**config.mk**
```make
export PLATFORM = sky130hd
export DESIGN_NAME = ball_collision_det_flat
export DESIGN_NICKNAME = d
export VERILOG_FILES = /design/src/rtl/ball_collision_det_if.sv /design/src/rtl/ball_collision_det.sv /design/src/flat_wrapper.sv
export SDC_FILE = /design/constraint.sdc
export NUM_CORES = 1
export LEC_CHECK = 0
export BUFFER_PORTS_ARGS = -buffer_cell sky130_fd_sc_hd__buf_2
export CORE_MARGIN = 5
export CORE_UTILIZATION = 40
export CTS_CLUSTER_SIZE = 24
export DETAILED_ROUTE_END_ITERATION = 6
export MAX_ROUTING_LAYER = met4
export SYNTH_ARGS = -nofsm -noshare
export SYNTH_HDL_FRONTEND = slang
export SYNTH_SLANG_ARGS = --single-unit
```
**constraint.sdc**
```tcl
create_clock -name pclk -period 5.6 [get_ports pclk]
set_input_delay 1.12 -clock pclk [delete_from_list [all_inputs] [get_ports pclk]]
set_output_delay 1.12 -clock pclk [all_outputs]
set_load 0.01 [all_outputs]
```
**src/rtl/ball_collision_det_if.sv**
```systemverilog
// Bus between the ball position source and the brick-field collision detector.
// No valid/ready handshake: x_pos/y_pos are levels sampled every clock,
// new_level is a single-cycle pulse, and every output is a registered level
// (state_dbg mirrors the detector FSM state for observation).
interface ball_collision_det_if;
    logic [11:0] x_pos;
    logic [11:0] y_pos;
    logic        new_level;
    logic [15:0] collision_det;
    logic [15:0] brick_alive;
    logic [11:0] score;
    logic        all_clear;
    logic        busy;
    logic [1:0]  state_dbg;

    modport master (
        output x_pos, y_pos, new_level,
        input  collision_det, brick_alive, score, all_clear, busy, state_dbg
    );

    modport slave (
        input  x_pos, y_pos, new_level,
        output collision_det, brick_alive, score, all_clear, busy, state_dbg
    );
endinterface

```
**src/rtl/ball_collision_det.sv**
```systemverilog
// Brick-field collision detector: keeps the 16-brick alive map, scans it one
// brick per cycle after each ball move, and publishes the hit vector, the
// remaining wall, a saturating score and a level-cleared flag.
module ball_collision_det #(
    parameter int BRICK_W   = 128,
    parameter int BRICK_H   = 32,
    parameter int BRICK_TOP = 64,
    parameter int BALL_R    = 10,
    parameter int BALL_X0   = 400,
    parameter int BALL_Y0   = 300
) (
    input logic pclk,
    input logic reset,
    ball_collision_det_if.slave bus
);

    typedef enum logic [1:0] {
        IDLE = 2'd0,
        SCAN = 2'd1,
        DONE = 2'd2
    } state_t;

    state_t state, state_nxt;

    logic [11:0] lat_x, lat_y;
    logic [3:0]  idx;
    logic [15:0] acc;
    logic [4:0]  hit_cnt;
    logic [15:0] det_vec;
    logic [15:0] alive_map;
    logic [11:0] score_cnt;
    logic        clear_flag;

    logic        pos_changed;
    logic signed [12:0] brick_l, brick_r, brick_t, brick_b;
    logic signed [12:0] ball_l, ball_r, ball_t, ball_b;
    logic        overlap;
    logic [12:0] score_sum;
    logic [11:0] score_sat;

    assign pos_changed = ({bus.x_pos, bus.y_pos} != {lat_x, lat_y});

    // Geometry of brick idx and the latched ball box, then the inclusive overlap test.
    // The box is signed so a ball near the left/top edge does not wrap.
    always_comb begin
        brick_l = 13'(32'(idx[2:0]) * BRICK_W);
        brick_r = brick_l + 13'(BRICK_W - 1);
        brick_t = 13'(BRICK_TOP + 32'(idx[3]) * BRICK_H);
        brick_b = brick_t + 13'(BRICK_H - 1);
        ball_l  = $signed({1'b0, lat_x}) - $signed(13'(BALL_R));
        ball_r  = $signed({1'b0, lat_x}) + $signed(13'(BALL_R));
        ball_t  = $signed({1'b0, lat_y}) - $signed(13'(BALL_R));
        ball_b  = $signed({1'b0, lat_y}) + $signed(13'(BALL_R));
        overlap = (ball_l <= brick_r) && (ball_r >= brick_l) &&
                  (ball_t <= brick_b) && (ball_b >= brick_t);
    end

    // Score plus this scan's hits, clamped at 4095 instead of wrapping.
    always_comb begin
        score_sum = {1'b0, score_cnt} + {8'd0, hit_cnt};
        score_sat = score_sum[12] ? 12'hFFF : score_sum[11:0];
    end

    // State register.
    always_ff @(posedge pclk or posedge reset) begin
        if (reset) state <= IDLE;
        else       state <= state_nxt;
    end

    // Next state: a move starts a 16-cycle scan, then one DONE cycle; new_level aborts.
    always_comb begin
        state_nxt = state;
        case (state)
            IDLE:    if (pos_changed) state_nxt = SCAN;
            SCAN:    if (idx == 4'd15) state_nxt = DONE;
            DONE:    state_nxt = IDLE;
            default: state_nxt = IDLE;
        endcase
        if (bus.new_level) state_nxt = IDLE;
    end

    // Datapath: latch on move, accumulate hits during SCAN, commit them in DONE.
    always_ff @(posedge pclk or posedge reset) begin
        if (reset) begin
            lat_x     <= 12'(BALL_X0);
            lat_y     <= 12'(BALL_Y0);
            idx       <= 4'd0;
            acc       <= 16'd0;
            hit_cnt   <= 5'd0;
            det_vec   <= 16'd0;
            alive_map <= 16'hFFFF;
            score_cnt <= 12'd0;
        end else if (bus.new_level) begin
            // Refill wins over everything, including a coinciding DONE.
            alive_map <= 16'hFFFF;
            det_vec   <= 16'd0;
            idx       <= 4'd0;
            acc       <= 16'd0;
            hit_cnt   <= 5'd0;
        end else begin
            case (state)
                IDLE: begin
                    if (pos_changed) begin
                        lat_x   <= bus.x_pos;
                        lat_y   <= bus.y_pos;
                        det_vec <= 16'd0;
                        acc     <= 16'd0;
                        hit_cnt <= 5'd0;
                        idx     <= 4'd0;
                    end
                end
                SCAN: begin
                    if (alive_map[idx] && overlap) begin
                        acc[idx] <= 1'b1;
                        hit_cnt  <= hit_cnt + 5'd1;
                    end
                    idx <= idx + 4'd1;
                end
                DONE: begin
                    det_vec   <= acc;
                    alive_map <= alive_map & ~acc;
                    score_cnt <= score_sat;
                end
                default: ;
            endcase
        end
    end

    // Level-cleared flag, one cycle behind the alive map.
    always_ff @(posedge pclk or posedge reset) begin
        if (reset) clear_flag <= 1'b0;
        else       clear_flag <= (alive_map == 16'd0);
    end

    assign bus.collision_det = det_vec;
    assign bus.brick_alive   = alive_map;
    assign bus.score         = score_cnt;
    assign bus.all_clear     = clear_flag;
    assign bus.busy          = (state != IDLE);
    assign bus.state_dbg     = state;

endmodule
```
**src/flat_wrapper.sv**
```systemverilog
// flat-port wrapper written by rule: the top's interface ports become plain ports
module ball_collision_det_flat 
#(
    parameter int BRICK_W   = 128,
    parameter int BRICK_H   = 32,
    parameter int BRICK_TOP = 64,
    parameter int BALL_R    = 10,
    parameter int BALL_X0   = 400,
    parameter int BALL_Y0   = 300
)
  (pclk, reset, bus_x_pos, bus_y_pos, bus_new_level, bus_collision_det, bus_brick_alive, bus_score, bus_all_clear, bus_busy, bus_state_dbg);
  ball_collision_det_if bus_i ();
  input logic pclk;
  input logic reset;
  input wire logic [$bits(bus_i.x_pos)-1:0] bus_x_pos;
  input wire logic [$bits(bus_i.y_pos)-1:0] bus_y_pos;
  input wire logic [$bits(bus_i.new_level)-1:0] bus_new_level;
  output wire logic [$bits(bus_i.collision_det)-1:0] bus_collision_det;
  output wire logic [$bits(bus_i.brick_alive)-1:0] bus_brick_alive;
  output wire logic [$bits(bus_i.score)-1:0] bus_score;
  output wire logic [$bits(bus_i.all_clear)-1:0] bus_all_clear;
  output wire logic [$bits(bus_i.busy)-1:0] bus_busy;
  output wire logic [$bits(bus_i.state_dbg)-1:0] bus_state_dbg;
  assign bus_i.x_pos = bus_x_pos;
  assign bus_i.y_pos = bus_y_pos;
  assign bus_i.new_level = bus_new_level;
  assign bus_collision_det = bus_i.collision_det;
  assign bus_brick_alive = bus_i.brick_alive;
  assign bus_score = bus_i.score;
  assign bus_all_clear = bus_i.all_clear;
  assign bus_busy = bus_i.busy;
  assign bus_state_dbg = bus_i.state_dbg;
  ball_collision_det #(.BRICK_W(BRICK_W), .BRICK_H(BRICK_H), .BRICK_TOP(BRICK_TOP), .BALL_R(BALL_R), .BALL_X0(BALL_X0), .BALL_Y0(BALL_Y0)) u_core (.pclk(pclk), .reset(reset), .bus(bus_i));
endmodule
```
---- Yosys cells after proc, flatten, opt, wreduce, memory -nomap -nowiden ----
Cells that the tools add are included.
Widths: inputs -> output; s select.
word-level totals
  bits in registers ....................... 96
  logic and storage cells ................. 78
  output and inout bits ................... 48
cells by class
  reduce and logical (&&, ||, !) cells .... 17
  bitwise logic cells ..................... 4
  order comparisons ....................... 6
  $add $sub $neg .......................... 10
  mux-type cells .......................... 24
  eq/ne operators ......................... 7
operators by type and width
  cell                   count
  $mux 16                6
  $pmux 16 s2            2
  $add 12x4->13 const B  2
  $le 13x13->1           2
  $sub 12x4->13 const B  2
  $ne 24x24->1           1
  $and 16x16->16         1
  $logic_not 16->1       1
  $not 16->16            1
  $or 16x16->16          1
  $mux 5                 3
  $add 12x5->13          1
  $add 13x6->13 const B  1
  $ge 13x11->1           1
  $ge 13x13->1           1
  $mux 12                1
  $add 10x7->11 const B  1
  $pmux 5 s2             1
  $ne 3x2->1 const B     3
  $add 7x6->8 const A    1
  $mux 4                 2
  $pmux 4 s2             1
  $reduce_and 2->1       4
  $mux 2                 3
  17 further kinds       25

---- Logic depth before layout (Yosys ltp) ----
  depth in word-level cells ............... 9
  mapped depth ............................ 15
  mapped depth without buffers ............ 13

---- Worst setup path after synthesis ----
No wires, ideal clock.
  path kind ............................... register to register
  from .................................... reg u_core.lat_x[4]
  to ...................................... reg u_core.hit_cnt[3]
  slack ................................... 2534 ps
  data required time ...................... 5531 ps
  stages on the path, launching flop included .. 12
  period minus slack after synthesis ...... 3066 ps
  arrival time ............................ 2997 ps
  cell sequence ........................... dfstp_2 -> buf_2 -> or4_4 -> nor3_1 -> xor2_1 -> ha_1 -> nand4_1 -> or3_1 -> a31oi_4 -> nand3_4 -> or4_1 -> nand3_1
on the way
  longest elaborated chain between the ends .. 8
  elaborated cells between the ends (all ways) .. 12
  those cells by class .................... add/sub: 2; order compare: 2; eq/ne: 3; reduce/logical: 5
ends and longest elaborated chain
  item                                                   line                                                text
  start, declared                                        ball_collision_det.sv:25                            logic [11:0] lat_x, lat_y;
  start signal, assigned                                 ball_collision_det.sv:85                            lat_x <= 12'(BALL_X0);
  start signal, assigned                                 ball_collision_det.sv:104                           lat_x <= bus.x_pos;
  $sub 12x4->13 / $add 12x4->13 (equally long branches)  ball_collision_det.sv:50, ball_collision_det.sv:51
  $le 13x13->1 / $ge 13x11->1 (equally long branches)    ball_collision_det.sv:54                            overlap = (ball_l <= brick_r) && (ball_r >= brick_l) &&
  $logic_and 1x1->1 (2 in series)                        ball_collision_det.sv:54
  $logic_and 1x1->1                                      ball_collision_det.sv:55                            (ball_t <= brick_b) && (ball_b >= brick_t);
  $logic_and 1x1->1                                      ball_collision_det.sv:113                           if (alive_map[idx] && overlap) begin
  $ne 3x2->1 (no source line)                            --
  $reduce_and 3->1 (no source line) *                    --
  end signal, assigned                                   ball_collision_det.sv:115                           hit_cnt <= hit_cnt + 5'd1;
  end, declared                                          ball_collision_det.sv:28                            logic [4:0] hit_cnt;
Mark *: on every way between the ends. The rest lies on a longest branch, timed or not.
A chain may end at the register's enable or synchronous reset.

---- Worst setup path in the final report ----
  from .................................... in bus_x_pos[4]
  to ...................................... reg u_core.acc[2]
on the way
  longest elaborated chain between the ends .. 3
ends and longest elaborated chain
  item                               line                       text
  start, declared                    flat_wrapper.sv:15         input wire logic [$bits(bus_i.x_pos)-1:0] bus_x_pos;
  $ne 24x24->1                       ball_collision_det.sv:41   assign pos_changed = ({bus.x_pos, bus.y_pos} != {lat_x, lat_y});
  $ne 3x2->1 (no source line)        --
  $reduce_and 3->1 (no source line)  --
  end signal, assigned               ball_collision_det.sv:88   acc <= 16'd0;
  end signal, assigned               ball_collision_det.sv:98   acc <= 16'd0;
  end signal, assigned               ball_collision_det.sv:107  acc <= 16'd0;
  end, declared                      ball_collision_det.sv:27   logic [15:0] acc;
Every way passes these cells.

==> impl_metrics.yaml <==
timing:
  layout_min_cycle_time_ps: 3640
  slew_violations: 0
  tns_ps: 0
  rsz0062_at_grt: "false"
  worst_pin_slew_ps: 1150
  fin_skew_ps: 6.61
  slew_headroom_pct: 23.2
  hold_viol_final: 0
  timing.final.crit_share_pct: 65.0
  finalSetupViolCount: 0
  fmax_mhz: 275
pwr:
  power_density_mw_per_mm2: 299
  irDropWorstVdd_mv: 0.225
  p_leak_nw: 2.75
  finalPower_mw: 1.87
clock_network:
  ctsHoldBuffers: 0
  clk_pin_slew_ps: 70
  htree_levels: 3
  cts_setup_buffers: 0
  worstSkewPairLatency_ps: 360
  cts.sinks: 96
  clockBufferDepth: 2
  cts.repair.resized: 0
  cts_made_buffers: 9
  tritoncts: "done"
  cts-root-buf: "clkbuf_16"
detailed_routing:
  vias_per_cell: 5.44
  drc: 0
  dr_total_vias: 4241
  wire_per_inst_um: 16.3
  drt_pre_antenna_iters: 5
  wirelength_mm: 12.7
  drtIter0Drc: 168
  ant_nets: 0
finish:
  fin_nets: 649
  final_cell_mix: "buf_2, dfrtp_1, nand2_1, nor2_1, xor2_1"
  diodes: 0
  finalNonFillerCells: 779
  seq_area_mm2: 0.00243
  layout-drive-gt1-share_pct: 26.5
  fill_cells: 1262
  syn2layout_area_growth_pct: 14.8
  final_common_cell: "buf_2"
  multi_input_area_mm2: 0.00281
floorplan:
  dieHeight_um: 127
  io_pins: 75
  core_area_mm2: 0.0133
  rows: 42
  start_util_pct: 40.9
  fp.dieW_um: 127
  dieArea_mm2: 0.0160
synth:
  synth.area.top_cells: "dfrtp_1, dfstp_2, xor2_1"
  yosys_register_bits: 96
  synthArstFlopShare_pct: 100
  synth_top_family_by_area: "simple AND/OR/NAND/NOR gates"
  syn-num-nets: 592
  ys_seq_area_share_pct: 44.7
  synth_top_cell_by_area: "dfrtp_1"
  synthXorXnorAreaFrac_pct: 6.76
  synthCells: 541
  yosys_warnings: 0
  synth_top_flop_cell: "dfrtp_1"
  synth-simple-area-share_pct: 16.7
  synth_top_area_share_pct: 33.6
  synth_cell_types: 56
  synth-edff-count: 0
  synth_area_per_cell_um2: 10.1
  synth-compound-area-share_pct: 14.9
  synthMuxAreaShare_pct: 7.40
  netlist_area_mm2: 0.00544
  synth_fa_ha_area_share_pct: 5.66
critical_path:
  worstPathArrival_ps: 3910
  cp-start-kind: "primary input"
  cp.depth: 8
  cp_data_required_time_ps: 5870
  cp_top_family: "simple AND/OR/NAND/NOR gates"
  critPathKind: "primary input to register"
  crit_chain: "buf_2 -> xor2_1 -> nor4_1 -> nand4_1 -> o41ai_4 -> nand2b_1 -> nand3_1 -> o21ai_0"
  crit_slowest_cell: "nand2b_1"
  cp_max_fo: 35
  worst-path-buf-inv: 1
  r2r_slack_ps: 2160
  crit_path_max_incr_delay_ps: 950
  r2r_cells: 12
  end_kind: "register"
flow_run:
  max_cap_viol_count: 0
global_route:
  antenna_found_initial: 0
  grt_max_degree: 54
  grt_pass1_vias: 4188
  grt_overflow: 0
  grt_pass1_wl_mm: 21.2
  grt_use_total_pct: 16.8
place:
  dp_hpwl_mm: 9.22
  place_congestion: 0.851
  place_inst: 763
  port-buffer-count: 74
run_status:
  run_status: "completed"
worst_hold_path:
  min_path_type: "register to register"
  hold_depth: 1
[report_power, final]
part           switching [mW]  total [mW]  internal [mW]
logic                   0.196       0.375          0.179
registers               0.101       0.845          0.744
clock network           0.285       0.650          0.365
[final cells by class]
class                      count  share of cell area [%]
multi-input combinational    393                    44.9
sequential                    96                    38.9
timing repair buffer          78                    6.41
clock buffer                  10                    3.83
tap                          176                    3.53
inverter                      20                    1.22
clock inverter                 6                    1.18
[kinds of logic after synthesis]
group	Yosys count
xor gates and xnor gates	42
muxes	32
DFF	96
adders and majority gates	24
AOI/OAI and AO/OA	119
buffers and inverters	52
and+or+nand+nor	176
[cell usage after synthesis, types with 20 or more instances]
library cell	number
mux2_2	26
nand3_1	24
inv_1	20
nand2_1	42
xor2_1	35
a21oi_1	32
dfrtp_1	73
nor2_1	42
dfstp_2	23
o21ai_0	32
ha_1	23
[through the flow]
step	setup slack (ps)	hold WS, ps	area [µm²]	util, %
2_1_floorplan	2010	405	5440	-
3_3_place_gp	1720	425	5930	44.6
3_5_place_dp	1610	440	5930	44.6
4_1_cts	1980	448	6250	47.0
5_1_grt	1660	472	6250	47.0
6_report	1960	443	6250	47.0
[layer usage]
metal,up-vias,track usage (%),wire [µm]
li1,2059,-,-
met1,2068,22.5,6030
met2,100,25.5,5770
met3,14,4.71,729
met4,0,4.10,156
met5,-,-,0
[state kept, by name (all words and copies together), names as in the netlist]
signal / count
u_core.bus.brick_alive: 16
u_core.bus.collision_det: 16
u_core.hit_cnt: 5
u_core.bus.score: 12
u_core.acc: 16
u_core.idx: 4
u_core.lat_x: 12
u_core.bus.state_dbg: 2
u_core.bus.all_clear: 1
u_core.lat_y: 12
[final timing paths]
check	start	endpoint
worst max-delay path	bus_x_pos[4]	u_core.acc[2]
worst min-delay path	u_core.acc[11]	u_core.bus.brick_alive[11]
worst max register to register	u_core.lat_x[2]	u_core.hit_cnt[4]
worst min register to register	u_core.acc[11]	u_core.bus.brick_alive[11]
max in group asynchronous	reset	u_core.bus.brick_alive[13]
min in group asynchronous	reset	u_core.bus.collision_det[6]
(Power assumes the default switching activity.)
